--- src/rtl/trg_src_arbiter.sv ---
// Trigger source arbiter: merges three trigger request sources into a single
// active-low DAQ trigger, followed by a dead time and a wait for DAQ ready.
module trg_src_arbiter #(
    parameter int TRG_PULSE_W = 5,
    parameter int DEAD_UNIT   = 50
) (
    input  logic        clk_in,
    input  logic        rst_in,
    input  logic        coincid_trg_in,
    input  logic        ext_trg_syn_in,
    input  logic        cycled_trg_in,
    input  logic [2:0]  src_enb_in,
    input  logic        trg_enb_in,
    input  logic [7:0]  trg_dead_time_in,
    input  logic        daq_busy_in,
    input  logic        cnt_clr_in,
    output logic        trg_out_N,
    output logic        eff_trg_out,
    output logic [2:0]  trg_src_tag_out,
    output logic        daq_busy_out,
    output logic [15:0] eff_trg_cnt_out,
    output logic [15:0] lost_trg_cnt_out
);

    typedef enum logic [1:0] {IDLE, FIRE, DEAD, WAIT_BUSY} state_t;

    // Dead counter must hold 255 * DEAD_UNIT and is never narrower than 14 bits
    localparam int DEAD_MAX = 255 * DEAD_UNIT;
    localparam int DEAD_CW  = ($clog2(DEAD_MAX + 1) > 14) ? $clog2(DEAD_MAX + 1) : 14;

    state_t               state;
    state_t               next_state;
    logic [3:0]           pulse_cnt;
    logic [7:0]           dead_lat;
    logic [DEAD_CW-1:0]   dead_cnt;
    logic [DEAD_CW-1:0]   dead_total;
    logic [2:0]           req;
    logic                 hit;
    logic                 grant;
    logic                 lost_hit;
    logic                 pulse_done;
    logic                 dead_done;
    logic                 trg_n_d;
    logic                 busy_d;

    assign req        = {coincid_trg_in, ext_trg_syn_in, cycled_trg_in} & src_enb_in;
    assign hit        = trg_enb_in & (|req);
    assign pulse_done = (pulse_cnt == 4'(TRG_PULSE_W - 1));
    assign dead_done  = (dead_cnt == '0);
    assign dead_total = DEAD_CW'(dead_lat) * DEAD_CW'(DEAD_UNIT);

    always_ff @(posedge clk_in or posedge rst_in) begin
        if (rst_in) state <= IDLE;
        else        state <= next_state;
    end

    always_comb begin
        next_state = state;
        case (state)
            IDLE:      if (hit) next_state = FIRE;
            FIRE:      if (pulse_done) next_state = (dead_lat == 8'd0) ? WAIT_BUSY : DEAD;
            DEAD:      if (dead_done) next_state = WAIT_BUSY;
            WAIT_BUSY: if (!daq_busy_in) next_state = IDLE;
            default:   next_state = IDLE;
        endcase
    end

    // Outputs are computed from the next state so their registers switch with the state
    always_comb begin
        trg_n_d  = (next_state != FIRE);
        busy_d   = (next_state != IDLE);
        grant    = (state == IDLE) && hit;
        lost_hit = (state != IDLE) && hit;
    end

    always_ff @(posedge clk_in or posedge rst_in) begin
        if (rst_in) begin
            trg_out_N       <= 1'b1;
            daq_busy_out    <= 1'b0;
            eff_trg_out     <= 1'b0;
            trg_src_tag_out <= 3'b000;
            dead_lat        <= 8'd0;
        end else begin
            trg_out_N    <= trg_n_d;
            daq_busy_out <= busy_d;
            eff_trg_out  <= grant;
            if (grant) begin
                trg_src_tag_out <= req;
                dead_lat        <= trg_dead_time_in;
            end
        end
    end

    // Dead counter is loaded with total-1 so DEAD lasts exactly the programmed cycles
    always_ff @(posedge clk_in or posedge rst_in) begin
        if (rst_in) begin
            pulse_cnt <= 4'd0;
            dead_cnt  <= '0;
        end else begin
            if (state == FIRE) pulse_cnt <= pulse_cnt + 4'd1;
            else               pulse_cnt <= 4'd0;
            if (state == FIRE && next_state == DEAD) dead_cnt <= dead_total - 1'b1;
            else if (state == DEAD && !dead_done)    dead_cnt <= dead_cnt - 1'b1;
        end
    end

    always_ff @(posedge clk_in or posedge rst_in) begin
        if (rst_in) begin
            eff_trg_cnt_out  <= 16'd0;
            lost_trg_cnt_out <= 16'd0;
        end else if (cnt_clr_in) begin
            eff_trg_cnt_out  <= 16'd0;
            lost_trg_cnt_out <= 16'd0;
        end else begin
            if (grant && eff_trg_cnt_out != 16'hFFFF)
                eff_trg_cnt_out <= eff_trg_cnt_out + 16'd1;
            if (lost_hit && lost_trg_cnt_out != 16'hFFFF)
                lost_trg_cnt_out <= lost_trg_cnt_out + 16'd1;
        end
    end

endmodule

--- config.mk ---
export PLATFORM = sky130hd
export DESIGN_NAME = trg_src_arbiter
export DESIGN_NICKNAME = d
export VERILOG_FILES = /design/src/rtl/trg_src_arbiter.sv
export SDC_FILE = /design/constraint.sdc
export NUM_CORES = 1
export LEC_CHECK = 0
export ABC_AREA = 0
export CORE_MARGIN = 1
export CORE_UTILIZATION = 35
export DETAILED_ROUTE_END_ITERATION = 8
export PLACE_DENSITY = 0.59
export SLEW_MARGIN = 20
export SYNTH_ARGS = -nofsm -noshare
export SYNTH_HDL_FRONTEND = slang
export SYNTH_SLANG_ARGS = --single-unit
--- constraint.sdc ---
create_clock -name clk_in -period 6.14 [get_ports clk_in]
set_clock_uncertainty 0.15 [all_clocks]
set_input_delay 1.228 -clock clk_in [delete_from_list [all_inputs] [get_ports clk_in]]
set_output_delay 1.228 -clock clk_in [all_outputs]
set_load 0.005 [all_outputs]
Word level (Yosys, flattened, before mapping)
Index checks and enable logic that the tools add are counted.
{"block": "totals", "regBits": 66, "input_bits": 19}
{"block": "op_classes", "n_eq_ne": 8, "n_reduce_logical": 16, "add_sub_neg": 5, "mux": 13, "n_bitwise": 2, "multipliers": 1}
{"operator": "$mux 16", "count": 4}
{"operator": "$add 16x1->16 const B", "count": 2}
{"operator": "$ne 16x16->1 const B", "count": 2}
{"operator": "$mux 14", "count": 2}
{"operator": "$sub 14x1->14 const B", "count": 2}
{"operator": "$logic_not 14->1", "count": 1}
{"operator": "$mul 8x5->13 const B", "count": 1}
{"operator": "$reduce_bool 2->1", "count": 5}
{"operator": "$logic_not 8->1", "count": 1}
{"operator": "$mux 2", "count": 4}
{"operator": "$pmux 2 s4", "count": 1}
{"operator": "$eq 2x2->1 const B", "count": 3}
{"operator": "$logic_and 1x1->1", "count": 6}
{"operator": "$add 4x1->4 const B", "count": 1}
{"operator": "$eq 4x3->1 const B", "count": 1}
{"operator": "$mux 4", "count": 1}
{"operator": "$and 3x3->3", "count": 1}
{"operator": "$reduce_or 3->1", "count": 1}
{"operator": "$eq 2x1->1 const B", "count": 1}
{"operator": "$logic_not 2->1", "count": 1}
{"operator": "$ne 2x1->1 const B", "count": 1}
{"operator": "$and 1x1->1", "count": 1}
{"operator": "$logic_not 1->1", "count": 1}
{"operator": "$mux 1", "count": 1}

Logic depth before layout (Yosys ltp)
{"block": "depth", "word_depth": 8, "mapped_depth": 13}

Worst setup path before layout
No wires, ideal clock.
{"block": "synth_path", "path_kind": "flip-flop to flip-flop", "from": "reg dead_lat[2]", "to": "reg dead_cnt[13]", "synth_period_minus_slack_ns": 3.635, "setup_ns": 0.124, "path_buffers": 0, "setup_slack_ns": 2.505, "path_stages_with_launch": 12, "t_arrival_ns": 3.361, "path_cell_list": "dfrtp_1 -> inv_1 -> ha_1 -> ha_1 -> fa_1 -> ha_1 -> or2_2 -> a21oi_1 -> o21ai_0 -> a2111o_1 -> a221o_1 -> a211o_1"}
{"block": "synth_via", "elab_chain_cells": 7}
{"element": "from (decl)", "line": "34", "source": "logic [7:0] dead_lat;"}
{"element": "from (signal assigned)", "line": "89", "source": "dead_lat <= trg_dead_time_in;"}
{"element": "branches (longest 7 deep; another with $sub 14x1->14)"}
{"element": "to (signal assigned)", "line": "102", "source": "if (state == FIRE && next_state == DEAD) dead_cnt <= dead_total - 1'b1;"}
{"element": "to (signal assigned)", "line": "103", "source": "else if (state == DEAD && !dead_done) dead_cnt <= dead_cnt - 1'b1;"}
{"element": "to (decl)", "line": "35", "source": "logic [DEAD_CW-1:0] dead_cnt;"}
Several ways; the timed one is not identified.
A chain may end at the register's enable or synchronous reset.

Worst setup path in the final report
Ends and elaborated chain as after synthesis.

==> summary.txt <==
Status
  – Status: completed

Yosys
  – Synth warn: 0
  – Cell Area, Synth: 4320 µm²
  – Synth Flop Type: dfrtp_1
  – Top cells by area, synth: dfrtp_1, ha_1, xor2_1, nor2_1, xnor2_1
  – Cells after synthesis: 468
  – Synthesized area per cell: 9.23 µm²
  – Synth top area share: 37.7%
  – Post-synthesis sequential area ratio: between 30% and 40%
  – Yosys top cell by area: dfrtp_1
  – Net count after synthesis: 531
  – Distinct cell type count after synthesis: 63
  – Post-synthesis register bit count: 66
  – Number of flops mapped to enable cells by yosys: 0
  – FFs w/ async S/R, synth: 100%

Worst setup path
  – CP Data Arrival Time: 3.98 ns
  – Max stage delay on crit path: between 0.4 and 0.5 ns
  – Most Frequent Cell on Critical Path: ha_1
  – Slowest cell on crit path: fa_1
  – Cell Chain, Critical Path: inv_1 > ha_1 > ha_1 > fa_1 > ha_1 > or2_2 > a21oi_1 > o21ai_0 > a2111o_1 > a221o_1 > a211o_1
  – CP Data Required Time: 6.20 ns
  – Worst setup SP type: flip-flop
  – Critical path fanouts, max: 5
  – Crit path capture type: flip-flop
  – WS Path Type: reg2reg

Clock network
  – Clk slew on worst S/H paths: 0.06 ns
  – Setup repair bufs after CTS: 0
  – CTS buffer count: 9
  – Worst-Skew Late Latency: 0.33 ns
  – CTS tree: yes
  – Cts hold-fix bufs: 0
  – Clock sink total: 66
  – Root Buffer: clkbuf_16
  – H-tree level count: 3
  – Cts repair resizes: 0
  – Max Buffers Root-to-Sink: 2

Min path
  – Worst Hold Class: reg2reg

Job
  – Max-cap violation count: 0

GRT
  – Initial antenna violation count: 0
  – Largest net degree at the start of global routing: 67
  – All-layer global routing usage: 15.9%
  – First-pass GRT wire length: roughly 16 mm
  – Number of global-route vias before repair: ~3,400
  – GR Overflow Total: 0

Cells and area
  – Multi-input gate area: around 2500 µm²
  – Layout cell share with drive strength beyond 1: 5.27%
  – Nets: 589
  – Synth-to-layout area growth: 23.4%
  – Post-route core utilization: ~44%
  – Layout fillers: roughly 1,200
  – Diode count: 0
  – Register area: between 1500 and 2000 µm²

Die
  – Row cnt: 40
  – Die span in x: 113 µm
  – Die Area: roughly 13,000 µm²
  – Initial core utilization: a little over a third
  – Core area: 12,000 µm²
  – # IOs: 57
  – Die Y: around 110 µm

Timing
  – Final Critical Period: around 4 ns
  – Max transition margin: between 40% and 50%
  – Final Cycle Share: 63.8%
  – Worst slew pin tran: 0.868 ns
  – Final setup fails: 0
  – Endpoints failing hold: 0
  – Unrepaired setup endpoints after global routing: false
  – Setup tns final: 0 ns
  – Fmax: 255 MHz
  – Fin. max-slew vios: 0

Power
  – Maximum VDD drop: 0.438 mV
  – Switching Share: 47.4%
  – Sw Pwr: 1590 µW
  – Power share of the clock group: 15.3%
  – P_leak: between 0.002 and 0.0025 µW
  – Pwr dens: 628 nW/µm²
  – Internal power component: between 1500 and 2000 µW
  – Register share of total power: 19.2%
  – Comb pwr share: between 60% and 70%

Drt
  – WL final: 9.64 mm
  – Vias per cell: 5.30
  – Routed len/inst: 14.2 µm
  – Iter 0 DRT Violations: 202
  – Number of remaining DRC errors: 0
  – DRT antenna net count: 0
  – DR pass1 iterations: 4
  – Via Count: 3,592

Placed design
  – Port buffer count: 56
  – Hpwl dp: a little over 7 mm
  – RePlAce Congestion: 0.851
-- power by group through the flow --
stage          Clock (µW)  Combinational [µW]  Sequential (µW)
6_report              511                2190              644
5_1_grt               542                2450              660
4_1_cts               525                2210              645
3_5_place_dp            0                2200              651
3_3_place_gp            0                2130              648
2_1_floorplan           0                1720              619
-- cell usage after synthesis, drive strengths merged (2+ instances only) --
cell type	n
a211o	2
a211oi	3
a21oi	20
a22o	4
and2	3
and3	11
and4	4
buf	2
clkbuf	9
dfrtp	65
fa	3
ha	41
inv	29
mux2i	3
nand2	39
nand2b	5
nand3	14
nand3b	3
nand4	12
nor2	50
nor3	15
nor3b	3
nor4	5
o2111ai	2
o211ai	5
o21ai	32
o22ai	3
o31a	2
o31ai	2
or3	7
or4	2
xnor2	19
xor2	24
-- final timing paths --
check / start / end / slack [ns] / depth (start not counted)
max reg2reg: dead_lat[2]$_DFFE_PP0P_ / dead_cnt[13]$_DFFE_PP0P_ / 2.23 / 11
min reg2reg: trg_src_tag_out[0]$_DFFE_PP0P_ / trg_src_tag_out[0]$_DFFE_PP0P_ / 0.34 / 2
max in group asynchronous: rst_in / dead_cnt[6]$_DFFE_PP0P_ / 3.96 / 3
min: trg_src_tag_out[0]$_DFFE_PP0P_ / trg_src_tag_out[0]$_DFFE_PP0P_ / 0.34 / 2
max: dead_lat[2]$_DFFE_PP0P_ / dead_cnt[13]$_DFFE_PP0P_ / 2.23 / 11
min in group asynchronous: rst_in / eff_trg_cnt_out[10]$_DFFE_PP0P_ / 1.31 / 3
-- critical path: cells and delay by family (launching register included) --
family | cells | cell delay, ns
DFF | 1 | 0.45
adders and majority gates | 4 | 1.44
and+or+nand+nor | 1 | 0.31
AOI/OAI and AO/OA | 5 | 1.33
buffers and inverters | 1 | 0.12
-- per-layer routing --
layer | wire [µm] | vias to the layer above | GRT usage (%)
met4 | 100 | 0 | 5.79
met3 | 337 | 7 | 2.84
met5 | 0 | - | 0
met1 | 4500 | 1736 | 19.4
li1 | - | 1777 | -
met2 | 4700 | 72 | 28.0
-- cell type report --
type                    count  share of cell area (%)
clock inverters             4                   0.962
well taps                 147                    3.45
repair buffers             58                    10.8
multi-input cells         361                    47.0
flip-flops and latches     66                    31.0
clock buffers              12                    4.62
inverters                  30                    2.11
-- cell families after synthesis --
| kind of cell | count (synthesis) | share of synthesized area [%] |
|---|---|---|
| simple gates | 179 | 21.1 |
| compound gates | 92 | 14.3 |
| flops | 66 | 38.3 |
| fa+ha+maj | 44 | 13.3 |
| xor+xnor | 43 | 8.72 |
| buf+inv | 41 | 3.68 |
| mux | 3 | 0.695 |
-- placed cells by master (no fill, tap or decap), types with 2 or more instances in the layout --
cell type / Yosys / routed
a211o_1: 2 / 2
a211oi_1: 3 / 3
a21oi_1: 20 / 20
a22o_1: 4 / 4
and2_1: 3 / 3
and3_1: 11 / 11
and4_1: 4 / 4
buf_4: 1 / 2
clkbuf_1: 9 / 2
clkbuf_16: 0 / 9
clkdlybuf4s50_1: 0 / 56
dfrtp_1: 65 / 65
fa_1: 3 / 3
ha_1: 41 / 41
inv_1: 29 / 28
mux2i_1: 3 / 3
nand2_1: 39 / 39
nand2b_1: 4 / 4
nand3_1: 14 / 14
nand3b_1: 3 / 3
nand4_1: 12 / 12
nor2_1: 49 / 49
nor3_1: 15 / 15
nor3b_1: 3 / 3
nor4_1: 5 / 5
o211ai_1: 5 / 5
o21ai_0: 32 / 32
o22ai_1: 3 / 3
o31a_1: 2 / 2
o31ai_1: 2 / 2
or3_1: 5 / 5
or3_2: 2 / 2
or4_4: 2 / 2
xnor2_1: 19 / 19
xor2_1: 24 / 24
-- flip-flops by register name, indices dropped and copies added, names as in the netlist --
name	cells
daq_busy_out	1
dead_cnt	14
dead_lat	8
eff_trg_cnt_out	16
eff_trg_out	1
lost_trg_cnt_out	16
pulse_cnt	4
state	2
trg_out_N	1
trg_src_tag_out	3
-- through the flow --
stage / cells / instance area (µm²) / power, µW / worst slack (ns) / hold WS [ns]
2_1_floorplan: 468 / 4320 / 2340 / 2.51 / 0.305
3_3_place_gp: 662 / 5030 / 2780 / 2.17 / 0.322
3_5_place_dp: 662 / 5030 / 2850 / 2.13 / 0.334
4_1_cts: 678 / 5330 / 3380 / 2.19 / 0.342
5_1_grt: 678 / 5330 / 3660 / 2.01 / 0.390
6_report: 678 / 5330 / 3350 / 2.23 / 0.339
Note: power is estimated with default switching activity, not from simulation.
